[src/rtl/kd_tree_pkg.sv]
// Shared KD-tree constants, the loader state type and node-record field helpers.
// A node record holds the median in its high bits and the split-dimension index in its low bits.
package kd_tree_pkg;

  localparam int STORAGE_WIDTH = 22;
  localparam int IDX_WIDTH     = 11;
  localparam int MEDIAN_WIDTH  = STORAGE_WIDTH - IDX_WIDTH;
  localparam int NUM_NODES     = 31;
  localparam int NUM_DIMS      = 5;
  localparam int CNT_WIDTH     = $clog2(NUM_NODES);

  typedef enum logic [1:0] {
    IDLE = 2'd0,
    LOAD = 2'd1,
    DONE = 2'd2
  } loader_state_t;

  function automatic logic [MEDIAN_WIDTH-1:0] get_median(input logic [STORAGE_WIDTH-1:0] rec);
    return rec[STORAGE_WIDTH-1:IDX_WIDTH];
  endfunction

  function automatic logic [IDX_WIDTH-1:0] get_idx(input logic [STORAGE_WIDTH-1:0] rec);
    return rec[IDX_WIDTH-1:0];
  endfunction

endpackage

[src/rtl/kd_node_wen_decoder.sv]
// Turns the current node slot into a one-hot write-enable vector for the internal_node array.
module kd_node_wen_decoder
  import kd_tree_pkg::*;
(
  input  logic [CNT_WIDTH-1:0] i_node_cnt,
  input  logic                 i_en,
  output logic [NUM_NODES-1:0] o_wen
);

  always_comb begin
    for (int i = 0; i < NUM_NODES; i++) begin
      o_wen[i] = i_en && (i_node_cnt == CNT_WIDTH'(i));
    end
  end

endmodule

[src/rtl/kd_node_loader.sv]
// Streams node records into the KD-tree internal nodes in breadth-first order (node 0 = root).
// Optional KD_LOADER_IDX_CHECK_EN: records with an out-of-range dim index skip their slot and set err.
module kd_node_loader
  import kd_tree_pkg::*;
(
  input  logic                     clk,
  input  logic                     rst,
  input  logic                     start,
  input  logic                     in_valid,
  output logic                     in_ready,
  input  logic [STORAGE_WIDTH-1:0] in_data,
  output logic [NUM_NODES-1:0]     node_wen,
  output logic [STORAGE_WIDTH-1:0] node_wdata,
  output logic                     busy,
  output logic                     done,
  output logic                     err
);

  loader_state_t              r_state;
  loader_state_t              w_next_state;
  logic [CNT_WIDTH-1:0]       r_node_cnt;
  logic [NUM_NODES-1:0]       r_node_wen;
  logic [NUM_NODES-1:0]       w_wen_dec;
  logic [STORAGE_WIDTH-1:0]   r_node_wdata;
  logic                       w_handshake;
  logic                       w_last;
  logic                       w_rec_ok;

  assign w_handshake = in_valid && in_ready;
  assign w_last      = (r_node_cnt == CNT_WIDTH'(NUM_NODES - 1));

  // NOTE: sequential state uses non-blocking assignments so every flop samples pre-edge values.
  always_ff @(posedge clk) begin
    if (rst) begin
      r_state <= IDLE;
    end else begin
      r_state <= w_next_state;
    end
  end

  // NOTE: next state defaults to the current state first, so no path leaves it unassigned (no latch).
  always_comb begin
    w_next_state = r_state;
    case (r_state)
      IDLE:    if (start) w_next_state = LOAD;
      LOAD: begin
        if (start)                      w_next_state = LOAD;
        else if (w_handshake && w_last) w_next_state = DONE;
      end
      DONE:    if (start) w_next_state = LOAD;
      default: w_next_state = IDLE;
    endcase
  end

  // start wins over a same-cycle record: the record stays with the sender.
  always_comb begin
    in_ready = (r_state == LOAD) && !start;
    busy     = (r_state == LOAD);
    done     = (r_state == DONE);
  end

`ifdef KD_LOADER_IDX_CHECK_EN
  logic r_err;

  assign w_rec_ok = (get_idx(in_data) < IDX_WIDTH'(NUM_DIMS));

  always_ff @(posedge clk) begin
    if (rst || start) begin
      r_err <= 1'b0;
    end else if (w_handshake && !w_rec_ok) begin
      r_err <= 1'b1;
    end
  end

  assign err = r_err;
`else
  assign w_rec_ok = 1'b1;
  assign err      = 1'b0;
`endif

  kd_node_wen_decoder u_wen_decoder (
    .i_node_cnt (r_node_cnt),
    .i_en       (w_handshake && w_rec_ok),
    .o_wen      (w_wen_dec)
  );

  // The wen pulse trails its handshake by one cycle; reset in that cycle drops it.
  always_ff @(posedge clk) begin
    if (rst) begin
      r_node_cnt   <= '0;
      r_node_wen   <= '0;
      r_node_wdata <= '0;
    end else begin
      r_node_wen <= w_wen_dec;
      if (start) begin
        r_node_cnt <= '0;
      end else if (w_handshake) begin
        r_node_cnt <= r_node_cnt + 1'b1;
      end
      if (w_handshake) begin
        r_node_wdata <= in_data;
      end
    end
  end

  assign node_wen   = r_node_wen;
  assign node_wdata = r_node_wdata;

endmodule
[config.mk]
export PLATFORM = sky130hd
export DESIGN_NAME = kd_node_loader
export DESIGN_NICKNAME = d
export VERILOG_FILES = /design/src/rtl/kd_tree_pkg.sv /design/src/rtl/kd_node_wen_decoder.sv /design/src/rtl/kd_node_loader.sv
export SDC_FILE = /design/constraint.sdc
export NUM_CORES = 1
export LEC_CHECK = 0
export ABC_AREA = 1
export CAP_MARGIN = 40
export CORE_ASPECT_RATIO = 1.1
export CORE_UTILIZATION = 30
export DETAILED_ROUTE_END_ITERATION = 6
export PLACE_DENSITY = 0.56
export SLEW_MARGIN = 25
export SYNTH_ARGS = -nofsm -noshare
export SYNTH_HDL_FRONTEND = slang
export SYNTH_SLANG_ARGS = --single-unit
[constraint.sdc]
create_clock -name clk -period 2.8 [get_ports clk]
set_input_delay 0.56 -clock clk [delete_from_list [all_inputs] [get_ports clk]]
set_output_delay 0.56 -clock clk [all_outputs]
set_load 0.02 [all_outputs]
# Word level (Yosys, flattened, before mapping)
# Cells that the tools add are included.
# op_classes
n_mux	4
bitwise_logic	0
shift	0
n_eq_ne	34
mul	0
add_sub_neg	1
n_reduce_logical	39
magnitude_cmp	0
div	0
# ops
operator	count
== test 5 bit (second input constant)	15
== test 5 x 4 -> 1 bit (second input constant)	8
logical AND 1 bit	33
== test 5 x 3 -> 1 bit (second input constant)	4
== test 5 x 2 -> 1 bit (second input constant)	2
two-way mux 2 bit	3
adder 5 x 1 -> 5 bit (second input constant)	1
== test 5 x 1 -> 1 bit (second input constant)	1
zero test 5 bit	1
case mux 2 bit (2 select lines)	1
OR reduction 2 bit	2
!= test 3 x 2 -> 1 bit (second input constant)	1
== test 2 x 1 -> 1 bit (second input constant)	1
== test 2 bit (second input constant)	1
zero test 2 bit	1
!= test 2 x 1 -> 1 bit (second input constant)	1
AND reduction 2 bit	1
zero test 1 bit	1
# word_totals
romBits	0
ram_bits	0
inputBits	26
wordCells	82
latch_bits	0
output_inout_bits	57
memories	0
register_bits	60

# Longest topological paths before layout
# Gate-level depths: netlist (run 1).
# depth
ltp_word	7
ltp_mapped	7
ltp_nobuf	7

# Hierarchy
# A second synthesis (run 1) with hierarchy kept.
# unflattened
cells_unflattened	323
hier_area_um2	2358.5
# by_module_without_submodules
mod	area_per_inst_um2	cells_each	instances	seq_area_each_um2
kd_node_loader	2088.3	254	1	1201.2
kd_node_wen_decoder	270.3	69	1	0.0

# Least setup slack after synthesis (run 1)
# No wires, ideal clock.
# synth_path
path_type	in2out
startpoint	input port start
endpoint	output port in_ready
slack_ns	1.329
required_time_ns	2.240
arrival_ns	0.911
path_stages	3
path_cell_list	inv_1 > nand3_2 > inv_1
# synth_via
elab_chain_cells	2
# synth_lines
item	line_no	rtl
from (decl)	kd_node_loader.sv:8	input logic start,
zero test 1 bit	kd_node_loader.sv:57	in_ready = (r_state == LOAD) && !start;
logical AND 1 bit	kd_node_loader.sv:57	
to (decl)	kd_node_loader.sv:10	output logic in_ready,
# No other way between the ends.

# Final worst setup path (run 1)
# Same ends and word-level chain as after synthesis.

==> results.sh, run 1 <==
export IMPL_setup_viol=0
export IMPL_ys_seq_elements=60
export IMPL_post_route_period_util_pct=86.6
export IMPL_most_common_layout_cells="nor2_1 (81), clkdlybuf4s50_1 (81), dfxtp_1 (60), o21ai_0 (23), nand2_1 (21)"
export IMPL_io_buffers=81
export IMPL_avgSynthCellArea_um2=8.45
export IMPL_finalHoldViolCount=0
export IMPL_dr_total_vias=1808
export IMPL_met2_length_mm=2.04
export IMPL_synth_cells=245
export IMPL_clkLatencyLatePin_ns=0.33
export IMPL_worstSetupPathType="in2out"
export IMPL_top_layer_used="met4"
export IMPL_slew_violations=0
export IMPL_ys_seq_area_share_pct=58.0
export IMPL_cts_root_buffer="clkbuf_8"
export IMPL_fin_hold_ws_ns=0.513
export IMPL_multi_input_comb_area_um2=727
export IMPL_fillers=652
export IMPL_clockBufferDepth=2
export IMPL_die_x_um=81.2
export IMPL_yosysUniqueCellTypes=21
export IMPL_syn_num_nets=276
export IMPL_hp_class="reg2reg"
export IMPL_post_route_min_period_ns=2.43
export IMPL_worst_slew_pin_slew_ns=0.534
export IMPL_gr_total_overflow=0
export IMPL_track_usage_pct=14.2
export IMPL_vdd_drop_max_v=0.000287
export IMPL_seq_area_um2=1200
export IMPL_setup_tns_final_ns=0
export IMPL_synth_area_um2=2070
export IMPL_wl_met3_um=446
export IMPL_rows=31
export IMPL_initial_core_util_pct=31.2
export IMPL_die_y_um=89.1
export IMPL_skew_ns=0.00534
export IMPL_wl_per_cell_um=11.3
export IMPL_grt_max_degree=28
export IMPL_yosys_area_top_type="dfxtp_1"
export IMPL_status="completed"
export IMPL_place_hpwl_mm=3.25
export IMPL_drv_cap=0
export IMPL_ys_top_cells_by_area="dfxtp_1 (58%), nor2_1 (15%), o21ai_0 (5.6%)"
export IMPL_wl_mm=4.68
export IMPL_nNetsFinal=358
export IMPL_endpoint_kind="primary output"
export IMPL_slowest_stage="clkdlybuf4s50_1"
export IMPL_cts_buffers=9
export IMPL_htree_levels=3
export IMPL_rsz0062_at_grt="no"
export IMPL_antenna_cells=0
export IMPL_arrival_ns=1.87
export IMPL_yosysWarnings=0
export IMPL_cts_tree="yes"
export IMPL_grt_pass1_vias=1708
export IMPL_ant_nets=0
export IMPL_place_gp_congestion=0.692
export IMPL_drt_pass1_iter_count=4
export IMPL_die_area_um2=7230
export IMPL_power_per_cell_area_nw_per_um2=619
export IMPL_slowest_delay_ns=0.60
export IMPL_cts_hold_buf=0
export IMPL_startpoint_type="primary input"
export IMPL_yosysTopAreaCellShare_pct=58.0
export IMPL_worstPathRequired_ns=2.24
export IMPL_num_io_pins=83
export IMPL_relSlewSlack_pct=64.3
export IMPL_cts_resized=0
export IMPL_drt_iter0_drc=71
export IMPL_fmaxAchievable_ghz=0.412
export IMPL_core_um2=6630
export IMPL_total_power_mw=1.96
export IMPL_cp_max_fo=3
export IMPL_critical_path_cell_chain="clkdlybuf4s50_1 -> inv_1 -> nand3_2 -> inv_1 -> clkdlybuf4s50_1"
export IMPL_viasPerCell=4.37
export IMPL_leakage_nw=1.24
export IMPL_clkSinkCount=60
export IMPL_syn2layout_area_growth_pct=53.0
export IMPL_cts_setup_buffers=0
export IMPL_remaining_drc_errors=0
export IMPL_antenna_found_initial=0
export IMPL_path_clk_slew_ns=0.07
export IMPL_drt_met1_wl_mm=2.09
export IMPL_drive_gt1_share_pct=7.53
export IMPL_grt_pass1_wl_mm=7.79
[registers in the layout (all words and copies together) (netlist names)]
| signal | cells |
|---|---|
| node_wen | 31 |
| r_node_cnt | 5 |
| r_state | 2 |
| node_wdata | 22 |
[worst max-delay path: cells and delay by family]
kind / cells / cell delay [ns]
buffers and inverters: 4 / 1.19
AND/OR/NAND/NOR: 1 / 0.11
[final timing paths]
path | startpoint | end | slack [ns] | cells after the start
worst min-delay path | node_wdata[7] | node_wdata[7] | 0.51 | 2
worst max register to register | r_node_cnt[0] | r_node_cnt[4] | 1.35 | 7
worst max-delay path | start | in_ready | 0.37 | 5
worst min register to register | node_wdata[7] | node_wdata[7] | 0.51 | 2
[cell families (layout without fill, tap and decap cells)]
group | Yosys count | count (layout) | synth area share, %
simple gates | 119 | 119 | 23.9
fa+ha+maj | 5 | 5 | 3.02
flops | 60 | 60 | 58.0
compound gates | 32 | 32 | 8.04
other cells | 1 | 1 | 0.181
buf+inv | 28 | 115 | 6.83
[synth_stat cells]
library cell  instances
nor2_4                1
a21oi_1               7
buf_6                 1
o21ai_0              23
nand2_1              21
nand4_1               2
nand3_1               9
clkbuf_1              2
buf_8                 1
inv_2                 1
nand2_2               2
buf_4                 3
inv_1                15
conb_1                1
dfxtp_1              60
nor2_1               81
ha_1                  5
nand3_2               3
buf_2                 5
o21ai_2               1
o21bai_1              1
[cell type report]
class	instances	area share (%)
Multi-Input combinational cell	157	23.0
Tap cell	82	3.24
Timing Repair Buffer	83	26.1
Inverter	16	1.90
Sequential cell	60	37.9
Clock inverter	4	3.00
Clock buffer	12	4.90
[power breakdown]
part | total [mW] | internal, mW | switching (mW)
clock network | 0.963 | 0.639 | 0.325
logic | 0.121 | 0.0640 | 0.0572
registers | 0.874 | 0.867 | 0.00685
[through the flow]
stage | worst slack, ns | util, % | instances | instance area [µm²]
4_1_cts | 0.367 | 47.7 | 414 | 3170
2_1_floorplan | 1.33 | - | 245 | 2070
6_report | 0.374 | 47.7 | 414 | 3170
5_1_grt | 0.303 | 47.7 | 414 | 3170
3_3_place_gp | 0.374 | 44.0 | 398 | 2920
3_5_place_dp | 0.368 | 44.0 | 398 | 2920
[routing by layer]
metal,vias up,global-route usage [%]
met5,-,0
met4,0,7.79
met3,10,6.33
met2,73,22.5
met1,800,16.1
li1,925,-
Note: power is estimated with default switching activity, not from simulation.
==> inputs of run 2 (changes only) <==
--- a/config.mk
+++ b/config.mk
@@ -11,7 +11,8 @@
 export CORE_UTILIZATION = 30
 export DETAILED_ROUTE_END_ITERATION = 6
 export PLACE_DENSITY = 0.56
-export SLEW_MARGIN = 25
+export RECOVER_POWER = 50
+export SLEW_MARGIN = 20
 export SYNTH_ARGS = -nofsm -noshare
 export SYNTH_HDL_FRONTEND = slang
 export SYNTH_SLANG_ARGS = --single-unit
==> run 2 against run 1 <==
Sequential power hardly changed. Critical endpoint unchanged. Hold slack barely moved. Via count increased by 0.22%. Worst setup slack got worse by 0.026 ns. Largest power group unchanged. Cell count unchanged. Combinational power barely moved. Register-to-register slack worse by 0.35 ns. Critical path type unchanged. Routed wire length decreased by 0.73%. Non-clock buffer count unchanged. Sequential share of layout area up 0.14 points. First-iteration DRC count fell by 1.4%.
==> results.sh, run 2 (synthesized netlist as in run 1, its figures left out) <==
export IMPL_setup_slack_ns=0.348
export IMPL_seq_area_um2=1200
export IMPL_finalHoldViolCount=0
export IMPL_ant_nets=0
export IMPL_antenna_cells=0
export IMPL_place_gp_congestion=0.692
export IMPL_grt_pass1_vias=1708
export IMPL_io_buffers=81
export IMPL_antenna_found_initial=0
export IMPL_wl_mm=4.64
export IMPL_clkLatencyLatePin_ns=0.33
export IMPL_setup_tns_final_ns=0
export IMPL_multi_input_comb_area_um2=719
export IMPL_drive_gt1_share_pct=6.63
export IMPL_cts_buffers=9
export IMPL_dr_total_vias=1812
export IMPL_skew_ns=0.00453
export IMPL_place_hpwl_mm=3.25
export IMPL_htree_levels=3
export IMPL_die_y_um=89.1
export IMPL_final_common_cell="nor2_1"
export IMPL_path_buf_inv=4
export IMPL_viasPerCell=4.38
export IMPL_rows=31
export IMPL_initial_core_util_pct=31.2
export IMPL_path_clk_slew_ns=0.07
export IMPL_leakage_nw=1.35
export IMPL_rsz0062_at_grt="no"
export IMPL_die_area_um2=7230
export IMPL_cts_hold_buf=0
export IMPL_nNetsFinal=358
export IMPL_endpoint_kind="primary output"
export IMPL_slew_violations=0
export IMPL_drt_iter0_drc=70
export IMPL_fmaxAchievable_ghz=0.408
export IMPL_num_io_pins=83
export IMPL_critPathTopFamily="buffers and inverters"
export IMPL_die_x_um=81.2
export IMPL_most_common_layout_cells="nor2_1 (81), dfxtp_1 (60), clkdlybuf4s50_1 (47), dlygate4sd3_1 (34), o21ai_0 (23)"
export IMPL_slowest_delay_ns=0.60
export IMPL_grt_pass1_wl_mm=7.79
export IMPL_post_route_period_util_pct=87.6
export IMPL_fillers=654
export IMPL_largest_register_ff_count=31
export IMPL_relSlewSlack_pct=36.9
export IMPL_critical_path_cell_chain="clkdlybuf4s50_1 -> inv_1 -> nand3_1 -> inv_1 -> clkdlybuf4s50_1"
export IMPL_worstPathRequired_ns=2.24
export IMPL_power_per_cell_area_nw_per_um2=620
export IMPL_gr_total_overflow=0
export IMPL_setup_viol=0
export IMPL_post_route_min_period_ns=2.45
export IMPL_worst_slew_pin_slew_ns=0.944
export IMPL_cts_tree="yes"
export IMPL_cts_resized=0
export IMPL_drt_pass1_iter_count=4
export IMPL_startpoint_type="primary input"
export IMPL_worstSetupPathType="in2out"
export IMPL_clkSinkCount=60
export IMPL_slowest_stage="clkdlybuf4s50_1"
export IMPL_core_um2=6630
export IMPL_syn2layout_area_growth_pct=52.5
export IMPL_hp_class="reg2reg"
export IMPL_dp_slack_ns=0.368
export IMPL_drv_cap=0
export IMPL_cts_root_buffer="clkbuf_8"
export IMPL_clockBufferDepth=2
export IMPL_remaining_drc_errors=0
export IMPL_grt_max_degree=28
export IMPL_vdd_drop_max_v=0.000285
export IMPL_status="completed"
export IMPL_arrival_ns=1.89
export IMPL_wl_per_cell_um=11.2
export IMPL_cts_setup_buffers=0
export IMPL_cp_max_fo=3
export IMPL_track_usage_pct=14.2
## run 2: cell count changes in the layout (fill, tap and decap cells not counted), sizes merged
cell,change
clkdlybuf4s50,-34
dlygate4sd3,+34
buf,-1
clkbuf,+1
## run 2: through the flow
stage | instance area [µm²] | cells | hold WS, ns | total power [mW] | util, %
2_1_floorplan | 2070 | 245 | 0.479 | 0.946 | -
3_3_place_gp | 2920 | 398 | 0.490 | 1.01 | 44.0
3_5_place_dp | 2920 | 398 | 0.496 | 1.01 | 44.0
4_1_cts | 3170 | 414 | 0.510 | 1.98 | 47.7
5_1_grt | 3160 | 414 | 0.547 | 2.03 | 47.6
6_report | 3160 | 414 | 0.513 | 1.96 | 47.6
## run 2: final timing paths
kind                            slack [ns]  depth (start not counted)             to     startpoint
worst max-delay path                  0.35                          5       in_ready          start
worst min-delay path                  0.51                          2  node_wdata[7]  node_wdata[7]
worst max register to register        1.00                          6  r_node_cnt[4]     r_state[1]
worst min register to register        0.51                          2  node_wdata[7]  node_wdata[7]
## run 2: tightest hold or removal path, stage by stage (launching register included)
cell	delay, ns
dfxtp_1	0.32
o21ai_0	0.08
nor2_1	0.07
## run 2: routing by layer
metal | vias to the layer above | GRT usage [%] | share of wire (%)
li1 | 926 | - | -
met1 | 801 | 16.1 | 44
met2 | 75 | 22.5 | 44
met5 | - | 0 | 0
met4 | 0 | 7.79 | 2.2
met3 | 10 | 6.33 | 9.7
## run 2: layout make-up
cell class                 count  area share (%)
tap                           82            3.25
timing repair buffer          83            26.1
clock inverter                 4            3.01
sequential                    60            38.1
clock buffer                  12            4.92
inverter                      16            1.90
multi-input combinational    157            22.8
## run 2: power by group
group / switching, mW / internal (mW)
combinational: 0.0567 / 0.0626
sequential: 0.00662 / 0.867
clock: 0.324 / 0.639
==> inputs of run 3 (changes only) <==
--- a/config.mk
+++ b/config.mk
@@ -10,6 +10,7 @@
 export CORE_ASPECT_RATIO = 1.1
 export CORE_UTILIZATION = 30
 export DETAILED_ROUTE_END_ITERATION = 6
+export GPL_TIMING_DRIVEN = 0
 export PLACE_DENSITY = 0.56
 export RECOVER_POWER = 50
 export SLEW_MARGIN = 20
==> run 3 against run 2 <==
Critical path type unchanged. Critical endpoint unchanged. Maximum frequency shrank 4.4%. Worst setup slack lost 0.11 ns. Cell count grew 2.4%. Sequential cell count is the same. Sequential share of layout area shrank 0.56 points. Critical path depth is the same. Combinational power is essentially flat. Clock skew grew 0.0083 ns. Non-clock buffer count grew 10. First-iteration DRC count shrank 49%. Global-route usage grew 0.39 points.
==> results.sh, run 3 (synthesized netlist as in run 1, its figures left out) <==
export IMPL_dp_slack_ns=0.331
export IMPL_antenna_cells=0
export IMPL_wl_mm=4.76
export IMPL_skew_ns=0.0129
export IMPL_track_usage_pct=14.6
export IMPL_worstSetupPathType="in2out"
export IMPL_fillers=687
export IMPL_cts_root_buffer="clkbuf_8"
export IMPL_gr_total_overflow=0
export IMPL_cts_buffers=9
export IMPL_cts_resized=0
export IMPL_io_buffers=81
export IMPL_cts_hold_buf=0
export IMPL_wl_per_cell_um=11.2
export IMPL_place_gp_congestion=0.719
export IMPL_remaining_drc_errors=0
export IMPL_setup_viol=0
export IMPL_clkSinkCount=60
export IMPL_grt_pass1_wl_mm=7.91
export IMPL_htree_levels=3
export IMPL_initial_core_util_pct=31.2
export IMPL_drive_gt1_share_pct=7.02
export IMPL_ant_nets=0
export IMPL_drt_iter0_drc=36
export IMPL_most_common_layout_cells="nor2_1 (82), clkdlybuf4s50_1 (80), dfxtp_1 (60), o21ai_0 (24), nand2_1 (21)"
export IMPL_grt_pass1_vias=1778
export IMPL_place_hpwl_mm=3.46
export IMPL_cp_max_fo=3
export IMPL_setup_slack_ns=0.235
export IMPL_endpoint_kind="primary output"
export IMPL_seq_area_um2=1200
export IMPL_cts_tree="yes"
export IMPL_num_io_pins=83
export IMPL_worstPathRequired_ns=2.24
export IMPL_total_power_mw=2.01
export IMPL_crit_start="start"
export IMPL_status="completed"
export IMPL_die_y_um=89.1
export IMPL_syn2layout_area_growth_pct=54.8
export IMPL_die_x_um=81.2
export IMPL_clockBufferDepth=2
export IMPL_nNetsFinal=368
export IMPL_final_common_cell="nor2_1"
export IMPL_rows=31
export IMPL_hp_class="reg2reg"
export IMPL_drv_cap=0
export IMPL_die_area_um2=7230
export IMPL_finalHoldViolCount=0
export IMPL_clkLatencyLatePin_ns=0.33
export IMPL_dr_total_vias=1820
export IMPL_drt_pass1_iter_count=4
export IMPL_largest_register_ff_count=31
export IMPL_setup_tns_final_ns=0
export IMPL_cts_setup_buffers=0
export IMPL_core_um2=6630
export IMPL_vdd_drop_max_v=0.000270
export IMPL_r2r_start="r_state[0]"
export IMPL_startpoint_type="primary input"
export IMPL_grt_max_degree=11
export IMPL_leakage_nw=1.27
export IMPL_post_route_min_period_ns=2.56
export IMPL_slew_violations=0
export IMPL_post_route_period_util_pct=91.6
export IMPL_arrival_ns=2.00
export IMPL_viasPerCell=4.29
export IMPL_fmaxAchievable_ghz=0.390
export IMPL_power_per_cell_area_nw_per_um2=626
export IMPL_path_clk_slew_ns=0.07
export IMPL_antenna_found_initial=0
export IMPL_hp_start="r_node_cnt[4]"
export IMPL_multi_input_comb_area_um2=701
export IMPL_rsz0062_at_grt="no"
-- run 3: cell types whose count changed in the layout (fill, tap and decap cells not counted), sizes merged --
| cell | change |
|---|---|
| buf | +4 |
| clkbuf | +7 |
| clkdlybuf4s50 | +33 |
| clkinv | -1 |
| dlygate4sd3 | -33 |
-- run 3: worst paths after layout --
kind | endpoint | slack (ns) | depth (start not counted)
min | r_node_cnt[4] | 0.51 | 2
max | in_ready | 0.24 | 5
min reg2reg | r_node_cnt[4] | 0.51 | 2
max reg2reg | r_node_cnt[2] | 0.92 | 6
-- run 3: area by class of cell --
| type | count | area share (%) |
|---|---|---|
| Sequential cell | 60 | 37.5 |
| Timing Repair Buffer | 81 | 25.3 |
| Multi-Input combinational cell | 157 | 21.9 |
| Clock buffer | 13 | 5.59 |
| Tap cell | 82 | 3.20 |
| Clock inverter | 3 | 2.81 |
| Inverter | 16 | 1.88 |
| Buffer | 12 | 1.84 |
-- run 3: power breakdown --
part / leakage [nW] / internal [mW] / switching [mW]
sequential: 0.485 / 0.867 / 0.00684
clock: 0.136 / 0.689 / 0.321
combinational: 0.647 / 0.0649 / 0.0565
total: 1.27 / 1.62 / 0.384
-- run 3: routing by layer --
layer  part of all wire (%)  global-route usage, %  up-vias
li1                       -                      -      947
met1                     45                   15.4      797
met2                     44                   23.9       72
met3                     10                   7.96        4
met4                   0.97                   6.82        0
met5                      0                      0        -
-- run 3: critical path, stage by stage --
cell,delay [ns]
dlygate4sd3_1,0.55
inv_1,0.07
nand3_1,0.11
inv_1,0.11
clkdlybuf4s50_1,0.61
-- run 3: per-stage QoR --
stage          hold WS [ns]  utilization [%]  area, µm²  std cells
6_report              0.506             48.3       3200        424
5_1_grt               0.539             48.3       3200        424
4_1_cts               0.511             49.0       3250        424
3_5_place_dp          0.497             45.0       2980        408
3_3_place_gp          0.488             45.0       2980        408
2_1_floorplan         0.479                -       2070        245
==> patch 1: new RTL, flow settings as in run 2 <==
Build with the macro `KD_LOADER_IDX_CHECK_EN` defined.
--- a/src/rtl/kd_node_loader.sv
+++ b/src/rtl/kd_node_loader.sv
@@ -1,4 +1,6 @@
 // Streams node records into the KD-tree internal nodes in breadth-first order (node 0 = root).
 // Optional KD_LOADER_IDX_CHECK_EN: records with an out-of-range dim index skip their slot and set err.
+`define KD_LOADER_IDX_CHECK_EN
+
 module kd_node_loader
   import kd_tree_pkg::*;
Formal check against the unedited RTL: not equivalent (Yosys sat finds a counterexample within 4 cycles, from zero or initial values and one cycle with rst high).
==> patch 1 against run 2 <==
Combinational power increased by 15%. Final area increased by 1.6%. First-iteration DRC count decreased by 34%. Total power decreased by 2.8%. Wire length increased by 2.1%. Core utilization decreased by 0.079 points. Sequential power increased by 2%. Sequential cell count increased by 1. Area after synthesis increased by 3.4%. Largest cell class unchanged. Synthesized cell count increased by 3.7%. Worst setup slack got worse by 100 ps. Non-clock buffer count increased by 1. Cell count increased by 2.9%.
==> patch 1: results (changes against run 2) <==
* Relative slew margins at 19.96% (-17 points)
* Worst skew pair latency at 330 ps (about the same)
* First-pass GRT wire length at 7859 microns (+0.89%)
* Non-CTS buffers at 84 (+1.2%)
* Fraction of area in multi-input gates at 23.38% (+0.58 points)
* Post-Route WL at 4741 microns (+2.1%)
* Met2 wire len at 2067 microns (+2.0%)
* Layout cells sized above 1 at 6.395% (-0.23 points)
* Area of placed instances at 3018 sq um (+3.5%)
* Final nets at 370 (+3.4%)
* Peak supply drop at 281.9 uV (-1.1%)
* Met1 GRT Util at 15.18% (-0.89 points)
* Flop-to-flop setup slack at 870 ps (-130 ps)
* P_sw at 401.7 uW (+3.7%)
* Clk. pwr at 876 uW (-9.0%)
* Signal buf overhead at 25.96% (-0.094 points)
* R2R Path End: node_wen[29]$_SDFF_PP0_
* WHS Endpoint: err$_SDFFE_PP0P_
* DRT iter0 DRCs at 46 (-34%)
* Gr usage total at 14.03% (-0.20 points)
* Final Instance Area at 3206 sq um (+1.6%)
* Fillers at 697 (+6.6%)
* Synth area leaders: dfxtp_1, nor2_1, o21ai_0
* IO buf count at 82 (+1.2%)
* Storage element area at 1221 sq um (+1.7%)
* Metal3 WL at 537 microns (+19%)
* Part of the power in registers at 46.8% (+2.1 points)
* Met2 GRT Util at 21.83% (-0.63 points)
* Multi-input gates at 164 (+4.5%)
* RR Startpoint: r_state[0]$_SDFFE_PP0P_
* P_leak at 0.001155 uW (-15%)
* Met3 usage at 7.172% (+0.85 points)
* Mapped Nets at 285 (+3.3%)
* Commonest cells in the synthesized netlist: nor2_1, dfxtp_1, o21ai_0
* Min cycle time layout at 2554 ps (+102.3 ps)
* FF+latch count, synth at 61 (+1.7%)
* Nonclk inv count at 19 (+3)
* Hold path startpoint: err$_SDFFE_PP0P_
* Wire length on met1 at 2020 microns (-2.0%)
* Clock Network Area Fraction at 7.026% (-0.90 points)
* Post-synthesis sequential area ratio at 57.04% (-1.0 points)
* Routability Congestion at 0.7701 (+11%)
* Status: finished clean
* Dpl ws at 370.8 ps (+2.765 ps)
[patch 1: changes by cell type after synthesis, sizes merged, moves of 2 or more]
cell	delta
buf	-5
nor2	+10
inv	+3
nand2	-5
clkbuf	+3
o21ai	+5
nor3	+2
a21oi	-2
[patch 1: cells by family (layout without fill, tap and decap cells)]
logic type	Yosys count	count (layout)	share of synthesized area [%]
AOI/OAI and AO/OA	34	34	8.124
DFF	61	61	57.04
buffers and inverters	29	119	6.428
and+or+nand+nor	125	125	25.48
adders and majority gates	5	5	2.922
[patch 1: worst max-delay path, stage by stage]
cell	delay [ps]
dlygate4sd3_1	570
inv_1	120
nand2_1	60
inv_1	80
clkdlybuf4s50_1	610
[patch 1: metrics by stage]
step | cells | util (%) | power (uW) | hold slack (ps)
CTS | 426 | 48.05 | 1931 | 465.6
global placement | 410 | 44.72 | 1049 | 448.0
detailed placement | 410 | 44.72 | 1050 | 454.7
finish | 426 | 47.50 | 1902 | 456.5
floorplan | 254 | - | 973.5 | 480.0
global route | 426 | 47.50 | 1975 | 499.5
==> patch 2: new RTL, settings of run 2 <==
Made on the original files. Compare `r_node_cnt` against `CNT_WIDTH'(NUM_NODES - 1)` with >= in place of ==.
--- a/src/rtl/kd_node_loader.sv
+++ b/src/rtl/kd_node_loader.sv
@@ -28,5 +28,5 @@
 
   assign w_handshake = in_valid && in_ready;
-  assign w_last      = (r_node_cnt == CNT_WIDTH'(NUM_NODES - 1));
+  assign w_last      = (r_node_cnt >= CNT_WIDTH'(NUM_NODES - 1));
 
   // NOTE: sequential state uses non-blocking assignments so every flop samples pre-edge values.
Behaviour: no difference found for any inputs over 10 cycles, from zero or initial values and one cycle with rst high; that may be too few to reach the edited logic, so the function may still have changed.
==> patch 2 against run 2 <==
Wire length decreased by 2.9%. Worst setup slack got worse by 120 ps. Final area increased by 0.24%. Sequential share of layout area decreased by 0.090 points. Area after synthesis increased by 0.36%. Sequential cell count unchanged. Register-to-register slack improved by 30 ps. Total power increased by 0.13%. Core utilization increased by 0.11 points. Combinational power increased by 13%.
==> patch 2: results (changes against run 2) <==
* Synth area leaders: dfxtp_1, nor2_1, o21ai_0
* CTS Buf Count at 9 (unchanged)
* Hold path startpoint: node_wdata[8]$_SDFFE_PP0P_
* H-tree levels at 3 (unchanged)
* Async S/R FF share, synth at 0% (unchanged)
* Antenna diodes at 0 (unchanged)
* IO buf count at 81 (unchanged)
* Commonest cells in the synthesized netlist: nor2_1, dfxtp_1, o21ai_0
* DRT iter0 DRCs at 71 (+1.4%)
* Status: finished clean
* Fillers at 646 (-1.2%)
* Skew final at 4.745 ps (+0.2150 ps)
* DR vias/cell at 4.216 (-3.7%)
* Worst path max stage delay at 590 ps
* Initial antenna violation count at 0 (unchanged)
* Routability Congestion at 0.6950 (+0.38%)
* Max reg flops at 31 (unchanged)
* Number of global-route vias before repair at 1666 (-2.5%)
* R2R Path End: r_node_cnt[3]$_SDFFE_PP0P_
* Setup Buffers After CTS at 0 (unchanged)
* Gr usage total at 13.97% (-0.26 points)
* Total iterations of the first detailed-routing run at 4 (unchanged)
* Hpwl dp at 3139 microns (-3.4%)
* Post-Route WL at 4509 microns (-2.9%)
* Post-CTS Resized at 0 (unchanged)
* Layout cells sized above 1 at 7.273% (+0.65 points)
* Crit-path leading delay family: buffers and inverters
* Crit path DAT at 2010 ps (+120 ps)
* Flop-to-flop setup slack at 1030 ps (+30 ps)
* WHS Endpoint: node_wdata[8]$_SDFFE_PP0P_
* Mapped Nets at 274 (-0.72%)
* Least-Margin Pin Slew at 1120 ps (+175.3 ps)
* Worst hold path class: reg2reg
* Reg2reg path depth at 7 (+1)
* Unique masters post-synth at 21 (unchanged)
* P_leak at 0.001252 uW (-7.4%)
* Peak supply drop at 358.8 uV (+26%)
* Post-synthesis sequential area ratio at 57.83% (-0.21 points)
* First-pass GRT wire length at 7521 microns (-3.5%)
* Final nets at 356 (-0.56%)
* Pin count of the biggest net entering global routing at 32 (+14%)
* Final hold slack at 481.0 ps (-31.59 ps)
* Root Driver: clkbuf_8
## patch 2: cell families after synthesis
| logic type | after synthesis | share of synthesized area (%) |
|---|---|---|
| fa+ha+maj | 5 | 3.012 |
| simple gates | 115 | 24.16 |
| flops | 60 | 57.83 |
| buf+inv | 29 | 6.746 |
| compound gates | 33 | 8.072 |
| other cells | 1 | 0.1805 |
## patch 2: routing by layer
layer	vias to the layer above	routed length (microns)	share of wire, %	GRT usage [%]
met5	-	0	0	0
met4	0	67	1.5	7.792
met3	9	551	12	7.959
met2	77	1896	42	20.08
met1	735	1994	44	16.22
li1	916	-	-	-
## patch 2: metrics by stage
step                      worst slack (ps)  instance area [sq um]  instances
after floorplan                       1356                   2077        243
after global placement               388.6                   2930        396
after detailed placement             352.0                   2930        396
after CTS                            346.9                   3179        412
after global routing                 143.7                   3163        412
final                                229.5                   3163        412
## patch 2: cell type report
type,count,area [sq um],area share (%)
multi-input combinational,154,723.2,22.86
timing repair buffer,83,822.0,25.99
sequential,60,1201,37.97
inverter,17,65.06,2.057
clock inverter,6,111.4,3.521
clock buffer,10,137.6,4.351
tap,82,102.6,3.244
## patch 2: how the worst max path moves through the flow
stage	start	end	slack, ps	cells past startpoint
final	start	in_ready	230	5
after global routing	start	in_ready	140	5
after CTS	start	in_ready	350	5
after detailed placement	start	in_ready	350	5
after global placement	start	in_ready	390	5
after floorplan	start	in_ready	1360	3
## patch 2: where the power goes
part           switching, uW  leakage, uW  internal, uW  total, uW
Clock                    335     0.000122           615        950
Sequential              7.30     0.000485           868        875
Combinational           64.3     0.000645          69.5        134
Total                    406      0.00125          1550       1960
## patch 2: worst reg2reg max path: stages, from the launching register on
cell and delay [ps]:
dfxtp_1 400, nor2_4 70, nand3_4 60, clkbuf_1 830
nor2_1 130, nand2_1 100, nand2_1 50, nor2_1 90
